`src/rtl/pipe_hazard_ctrl_pkg.sv`:
```
// Shared encodings for the hazard controller, the decoder and the ALU:
// mul/div opcodes and the occupancy FSM state type.
package pipe_hazard_ctrl_pkg;

    typedef logic [1:0] md_op_t;

    localparam md_op_t MD_NONE = 2'b00;
    localparam md_op_t MD_MUL  = 2'b01;
    localparam md_op_t MD_DIV  = 2'b10;

    typedef logic [0:0] md_state_t;

    localparam md_state_t ST_IDLE = 1'b0;
    localparam md_state_t ST_BUSY = 1'b1;

    function automatic int max_int(input int a, input int b);
        return (a > b) ? a : b;
    endfunction

endpackage

```
`src/rtl/pipe_hazard_ctrl_if.sv`:
```
// ID/EX hazard inputs and segment-register stall/clear outputs.
// master = pipeline side, slave = hazard controller.
interface pipe_hazard_ctrl_if;
    import pipe_hazard_ctrl_pkg::*;

    logic [4:0] id_rs;
    logic [4:0] id_rt;
    logic       id_rs_ren;
    logic       id_rt_ren;
    logic [1:0] id_rhilo;
    logic       ex_load;
    logic       ex_regwen;
    logic [5:0] ex_wreg;
    md_op_t     ex_md_op;
    logic       exc_flush;

    logic       if_stall;
    logic       id_stall;
    logic       ex_stall;
    logic       id_ex_clr;
    logic       ex_mem_clr;
    logic       if_id_clr;
    logic       md_busy;
    logic       md_done;

    modport master (
        output id_rs, id_rt, id_rs_ren, id_rt_ren, id_rhilo,
               ex_load, ex_regwen, ex_wreg, ex_md_op, exc_flush,
        input  if_stall, id_stall, ex_stall, id_ex_clr, ex_mem_clr,
               if_id_clr, md_busy, md_done
    );

    modport slave (
        input  id_rs, id_rt, id_rs_ren, id_rt_ren, id_rhilo,
               ex_load, ex_regwen, ex_wreg, ex_md_op, exc_flush,
        output if_stall, id_stall, ex_stall, id_ex_clr, ex_mem_clr,
               if_id_clr, md_busy, md_done
    );

endinterface

```
`src/rtl/pipe_hazard_ctrl_md_occupancy_fsm.sv`:
```
// Mul/div occupancy tracker: busy from the issue cycle through N cycles total,
// md_done on the last one. A flush or reset abandons the operation silently.
module md_occupancy_fsm
    import pipe_hazard_ctrl_pkg::*;
#(
    parameter int MUL_CYCLES = 4,
    parameter int DIV_CYCLES = 33
) (
    input  logic   clk,
    input  logic   resetn,
    input  md_op_t md_op,
    input  logic   exc_flush,
    output logic   md_busy,
    output logic   md_done
);

    localparam int CNT_W = $clog2(max_int(MUL_CYCLES, DIV_CYCLES));
    localparam logic [CNT_W-1:0] MUL_INIT = CNT_W'(MUL_CYCLES - 2);
    localparam logic [CNT_W-1:0] DIV_INIT = CNT_W'(DIV_CYCLES - 2);

    md_state_t        state;
    logic [CNT_W-1:0] cnt;
    logic             start;

    // Issue cycle counts as busy so the stall already covers it.
    assign start   = resetn & (state == ST_IDLE) & !exc_flush &
                     ((md_op == MD_MUL) | (md_op == MD_DIV));
    assign md_busy = (state == ST_BUSY) | start;
    assign md_done = (state == ST_BUSY) & (cnt == '0) & !exc_flush;

    always_ff @(posedge clk or negedge resetn) begin
        if (!resetn) begin
            state <= ST_IDLE;
            cnt   <= '0;
        end else begin
            case (state)
                ST_IDLE: begin
                    if (start) begin
                        state <= ST_BUSY;
                        cnt   <= (md_op == MD_DIV) ? DIV_INIT : MUL_INIT;
                    end
                end
                default: begin
                    if (exc_flush || cnt == '0) state <= ST_IDLE;
                    else                        cnt   <= cnt - 1'b1;
                end
            endcase
        end
    end

endmodule

```
`src/rtl/pipe_hazard_ctrl.sv`:
```
// Stall/flush sequencer for if_id, id_ex and ex_mem: load-use and HI/LO
// hazard detection plus the flush > mul/div > hazard priority mux.
module pipe_hazard_ctrl
    import pipe_hazard_ctrl_pkg::*;
#(
    parameter int MUL_CYCLES = 4,
    parameter int DIV_CYCLES = 33
) (
    input  logic               clk,
    input  logic               resetn,
    pipe_hazard_ctrl_if.slave  hz
);

    logic       md_busy;
    logic       md_done;
    logic [4:0] ex_gpr;
    logic       lu;
    logic       hilo;
    logic       unused_wreg_msb;

    md_occupancy_fsm #(
        .MUL_CYCLES (MUL_CYCLES),
        .DIV_CYCLES (DIV_CYCLES)
    ) u_md_fsm (
        .clk       (clk),
        .resetn    (resetn),
        .md_op     (hz.ex_md_op),
        .exc_flush (hz.exc_flush),
        .md_busy   (md_busy),
        .md_done   (md_done)
    );

    assign ex_gpr          = hz.ex_wreg[4:0];
    assign unused_wreg_msb = hz.ex_wreg[5];

    assign lu   = hz.ex_load & hz.ex_regwen & (ex_gpr != 5'd0) &
                  ((hz.id_rs_ren & (hz.id_rs == ex_gpr)) |
                   (hz.id_rt_ren & (hz.id_rt == ex_gpr)));
    // A HI/LO read in the md_done cycle picks up the forwarded result.
    assign hilo = (|hz.id_rhilo) & md_busy & !md_done;

    assign hz.md_busy = md_busy;
    assign hz.md_done = md_done;

    always_comb begin
        hz.if_stall   = 1'b0;
        hz.id_stall   = 1'b0;
        hz.ex_stall   = 1'b0;
        hz.id_ex_clr  = 1'b0;
        hz.ex_mem_clr = 1'b0;
        hz.if_id_clr  = 1'b0;
        if (!resetn) begin
            // everything held low while in reset
        end else if (hz.exc_flush) begin
            hz.if_id_clr  = 1'b1;
            hz.id_ex_clr  = 1'b1;
            hz.ex_mem_clr = 1'b1;
        end else if (md_busy && !md_done) begin
            hz.if_stall   = 1'b1;
            hz.id_stall   = 1'b1;
            hz.ex_stall   = 1'b1;
            hz.ex_mem_clr = 1'b1;
        end else if (lu || hilo) begin
            hz.if_stall  = 1'b1;
            hz.id_stall  = 1'b1;
            hz.id_ex_clr = 1'b1;
        end
    end

endmodule

```
`src/flat_wrapper.sv`:
```
// flat-port wrapper written by rule: the top's interface ports become plain ports
module pipe_hazard_ctrl_flat import pipe_hazard_ctrl_pkg::*;
#(
    parameter int MUL_CYCLES = 4,
    parameter int DIV_CYCLES = 33
)
  (clk, resetn, hz_id_rs, hz_id_rt, hz_id_rs_ren, hz_id_rt_ren, hz_id_rhilo, hz_ex_load, hz_ex_regwen, hz_ex_wreg, hz_ex_md_op, hz_exc_flush, hz_if_stall, hz_id_stall, hz_ex_stall, hz_id_ex_clr, hz_ex_mem_clr, hz_if_id_clr, hz_md_busy, hz_md_done);
  pipe_hazard_ctrl_if hz_i ();
  input  logic clk;
  input  logic resetn;
  input wire logic [$bits(hz_i.id_rs)-1:0] hz_id_rs;
  input wire logic [$bits(hz_i.id_rt)-1:0] hz_id_rt;
  input wire logic [$bits(hz_i.id_rs_ren)-1:0] hz_id_rs_ren;
  input wire logic [$bits(hz_i.id_rt_ren)-1:0] hz_id_rt_ren;
  input wire logic [$bits(hz_i.id_rhilo)-1:0] hz_id_rhilo;
  input wire logic [$bits(hz_i.ex_load)-1:0] hz_ex_load;
  input wire logic [$bits(hz_i.ex_regwen)-1:0] hz_ex_regwen;
  input wire logic [$bits(hz_i.ex_wreg)-1:0] hz_ex_wreg;
  input wire logic [$bits(hz_i.ex_md_op)-1:0] hz_ex_md_op;
  input wire logic [$bits(hz_i.exc_flush)-1:0] hz_exc_flush;
  output wire logic [$bits(hz_i.if_stall)-1:0] hz_if_stall;
  output wire logic [$bits(hz_i.id_stall)-1:0] hz_id_stall;
  output wire logic [$bits(hz_i.ex_stall)-1:0] hz_ex_stall;
  output wire logic [$bits(hz_i.id_ex_clr)-1:0] hz_id_ex_clr;
  output wire logic [$bits(hz_i.ex_mem_clr)-1:0] hz_ex_mem_clr;
  output wire logic [$bits(hz_i.if_id_clr)-1:0] hz_if_id_clr;
  output wire logic [$bits(hz_i.md_busy)-1:0] hz_md_busy;
  output wire logic [$bits(hz_i.md_done)-1:0] hz_md_done;
  assign hz_i.id_rs = hz_id_rs;
  assign hz_i.id_rt = hz_id_rt;
  assign hz_i.id_rs_ren = hz_id_rs_ren;
  assign hz_i.id_rt_ren = hz_id_rt_ren;
  assign hz_i.id_rhilo = hz_id_rhilo;
  assign hz_i.ex_load = hz_ex_load;
  assign hz_i.ex_regwen = hz_ex_regwen;
  assign hz_i.ex_wreg = hz_ex_wreg;
  assign hz_i.ex_md_op = hz_ex_md_op;
  assign hz_i.exc_flush = hz_exc_flush;
  assign hz_if_stall = hz_i.if_stall;
  assign hz_id_stall = hz_i.id_stall;
  assign hz_ex_stall = hz_i.ex_stall;
  assign hz_id_ex_clr = hz_i.id_ex_clr;
  assign hz_ex_mem_clr = hz_i.ex_mem_clr;
  assign hz_if_id_clr = hz_i.if_id_clr;
  assign hz_md_busy = hz_i.md_busy;
  assign hz_md_done = hz_i.md_done;
  pipe_hazard_ctrl #(.MUL_CYCLES(MUL_CYCLES), .DIV_CYCLES(DIV_CYCLES)) u_core (.clk(clk), .resetn(resetn), .hz(hz_i));
endmodule
```
`config.mk`:
```
export PLATFORM = sky130hd
export DESIGN_NAME = pipe_hazard_ctrl_flat
export DESIGN_NICKNAME = d
export VERILOG_FILES = /design/src/rtl/pipe_hazard_ctrl_pkg.sv /design/src/rtl/pipe_hazard_ctrl_if.sv /design/src/rtl/pipe_hazard_ctrl_md_occupancy_fsm.sv /design/src/rtl/pipe_hazard_ctrl.sv /design/src/flat_wrapper.sv
export SDC_FILE = /design/constraint.sdc
export NUM_CORES = 1
export LEC_CHECK = 0
export ABC_AREA = 1
export CORE_AREA = 2 2 47 49
export DETAILED_ROUTE_END_ITERATION = 8
export DIE_AREA = 0 0 49 51
export GPL_ROUTABILITY_DRIVEN = 0
export PLACE_DENSITY = 0.87
export SLEW_MARGIN = 20
export SYNTH_ARGS = -nofsm -noshare
export SYNTH_HDL_FRONTEND = slang
export SYNTH_SLANG_ARGS = --single-unit
```
`constraint.sdc`:
```
create_clock -name clk -period 1.9 [get_ports clk]
set_input_delay 0.38 -clock clk [delete_from_list [all_inputs] [get_ports clk]]
set_output_delay 0.38 -clock clk [all_outputs]
set_load 0.05 [all_outputs]
```
==> metrics.txt <==
clock sinks 7; WHS 0.2089 ns; placed cells 195; CTS Hold Bufs 0; part of the cycle the worst path needs 98.54%; CP max FO 4; WP depth 7; cells on worst reg2reg path 10; Slew Viols, Final 0; compound-gate portion of the synthesized area 14.68%; Die W 49 µm; Synthesized Nets 159; DR vias/cell 4.815; GRT Util Overall 19.15%; Hold Vio Cnt, Final 0; initial DRC count 8; Ys Warns 0; CTS clk-pin slew, worst paths 0.05 ns; fin area 0.001345 mm²; clock skew 0.002722 ns; final worst path period need 1.872 ns; worst min-delay path category in -> async; terminus of the critical flop-to-flop path u_core.u_md_fsm.cnt[2]; Rel. slew slack 86.97%; Syn Std Cell Area 775.7 µm²; Max rail drop VDD 0.3836 mV; crit path to hz_id_ex_clr; post-synthesis sequential area ratio 22.58%; DRC viols 0; Max Fclk 0.5341 GHz; worst reg2reg setup slack 0.46 ns; fraction of layout cells with a size suffix above 1 40.11%; Core Region 0.002063 mm²; total number of vias 987; gr ovfl total 0; mux contribution to synthesized area 0%; Critical Path Source u_core.u_md_fsm.cnt[1]; fin util 65.19%; Gate Count Post-Synth 129; P_leak 0.7375 nW; Final setup violation count 0; clock buffer depth 2; power per cell area 608.4 mW/mm²; first-pass GRT wire length 3774 µm; Worst-Margin Slew 0.1934 ns; crit end category output port; pin count of the biggest net entering global routing 11; Post-Synth XOR/XNOR Area 0%; pre-CTS worst setup slack -0.3369 ns; Synth cell types 20; Final ANT Viol Nets 0; Synth Area in Adders 4.839%; nature of the critical path startpoint flip-flop; initial antenna violation count 0; # fillers 167; Synth Area in Simple Gates 41.94%; Initial DRT Pass Iterations 4; critical path required time 1.52 ns; Final #Nets 208; DP Area 0.001289 mm²; worst r2r src u_core.u_md_fsm.cnt[0]; setup_tns 0 ns; final wirelength 2395 µm; outcome completed; critical path type reg -> out; #FFs+latches synth 7; # diodes 0; later-pin clock latency in the skew report 0.25 ns; Starting Density 37.60%; Syn Area/Cell 6.014 µm²; Avg WL per Cell 11.68 µm; CTS tree yes; row count 17; hpwl dp 1890 µm; clk root buf clkbuf_4; Post-Layout Cell Count 205; Boundary Pins 35; Die Area 0.002499 mm²; crit-path max cell delay 0.40 ns; Worst EP arrival 1.49 ns; Area Growth Syn to Fin 73.39%; max cap viols 0; CP cell instances inv_2, ha_4, nand4_4, nand2_4, nand2_1, o21ai_2, buf_12; Bufs and invs on worst path 2; # port buffers 31; Final WS setup 0.02773 ns; CP max stage cell dfrtp_1; Die H 51 µm; largest family of logic cells by synthesized area simple AND/OR/NAND/NOR gates; H-Tree Level Count 1; Power Total 0.8183 mW; family with the most delay on the worst path flip-flops; vias in the first global route 980; TritonCTS buffer count 3
cells by family after synthesis:
| family | count (synthesis) |
|---|---|
| flip-flops | 7 |
| buffers and inverters | 29 |
| adder cells (fa/ha/maj) | 3 |
| AO/OA/AOI/OAI | 16 |
| AND/OR/NAND/NOR | 74 |
worst register-to-register path, stage by stage, from the launching register on:
cell,delay (ns)
dfrtp_1,0.35
inv_2,0.06
buf_4,0.12
buf_4,0.15
ha_1,0.23
inv_1,0.06
nor2_1,0.03
o21ai_0,0.14
nand2_1,0.08
nand2_2,0.07
o21ai_2,0.04
layout by cell type, fill, tap and decap left out, types with 3 or more instances in the layout:
cell / instances
nand2_1: 41
buf_4: 14
o21ai_0: 4
buf_12: 9
nor2_2: 3
nand3_1: 5
dfrtp_1: 6
clkbuf_4: 3
clkbuf_2: 12
dlygate4sd2_1: 4
o21ai_2: 6
inv_1: 20
inv_2: 7
nor2_1: 12
nor2_4: 3
clkdlybuf4s15_1: 5
nand2_2: 6
repair_timing:
action                     4_1_cts  5_1_grt
setup buffers                    2        4
hold endpoints to repair         0        0
gates resized for setup         31       37
setup endpoints to repair        6        4
pin swaps                       19       19
final cells by class:
class / instances / area (µm²) / area share (%)
Sequential cell: 7 / 176.4 / 13.12
Multi-Input combinational cell: 93 / 550.5 / 40.93
Tap cell: 28 / 35.03 / 2.605
Clock buffer: 4 / 26.28 / 1.953
Timing Repair Buffer: 46 / 455.4 / 33.86
Inverter: 27 / 101.3 / 7.535
power by group:
part | switching, mW | internal (mW) | total, mW
Sequential | 0.0341 | 0.182 | 0.216
Clock | 0.0567 | 0.0802 | 0.137
Combinational | 0.249 | 0.217 | 0.465
Total | 0.339 | 0.479 | 0.818
per-layer routing:
layer	up-vias	routed length, µm	GRT usage [%]
li1	488	-	-
met1	471	907	18.00
met2	24	1378	42.24
met3	4	80	1.170
met4	0	28	7.143
met5	-	0	0
worst min path at each step:
stage | endpoint | slack (ns) | cells after the start
after global routing | u_core.u_md_fsm.cnt[4] | 0.23 | 2
after floorplan | u_core.u_md_fsm.cnt[0] | 0.08 | 0
final | u_core.u_md_fsm.cnt[2] | 0.21 | 2
after detailed placement | u_core.u_md_fsm.cnt[5] | 0.55 | 2
after CTS | u_core.u_md_fsm.cnt[4] | 0.20 | 2
after global placement | u_core.u_md_fsm.cnt[5] | 0.53 | 2
state kept, by name, summed over array words and instances, names as in the netlist:
signal                 flops
u_core.u_md_fsm.state      1
u_core.u_md_fsm.cnt        6
cells in the mapped netlist, drive strengths merged:
library cell  instances  area, µm²
a21oi                 3      15.01
a31o                  1      8.760
buf                   2      22.52
dfrtp                 7      175.2
ha                    3      37.54
inv                  27      101.3
nand2                48      200.2
nand3                 5      25.02
nand4                 3      25.02
nor2                 18      75.07
o21ai                12      90.08
(Power assumes the default switching activity.)
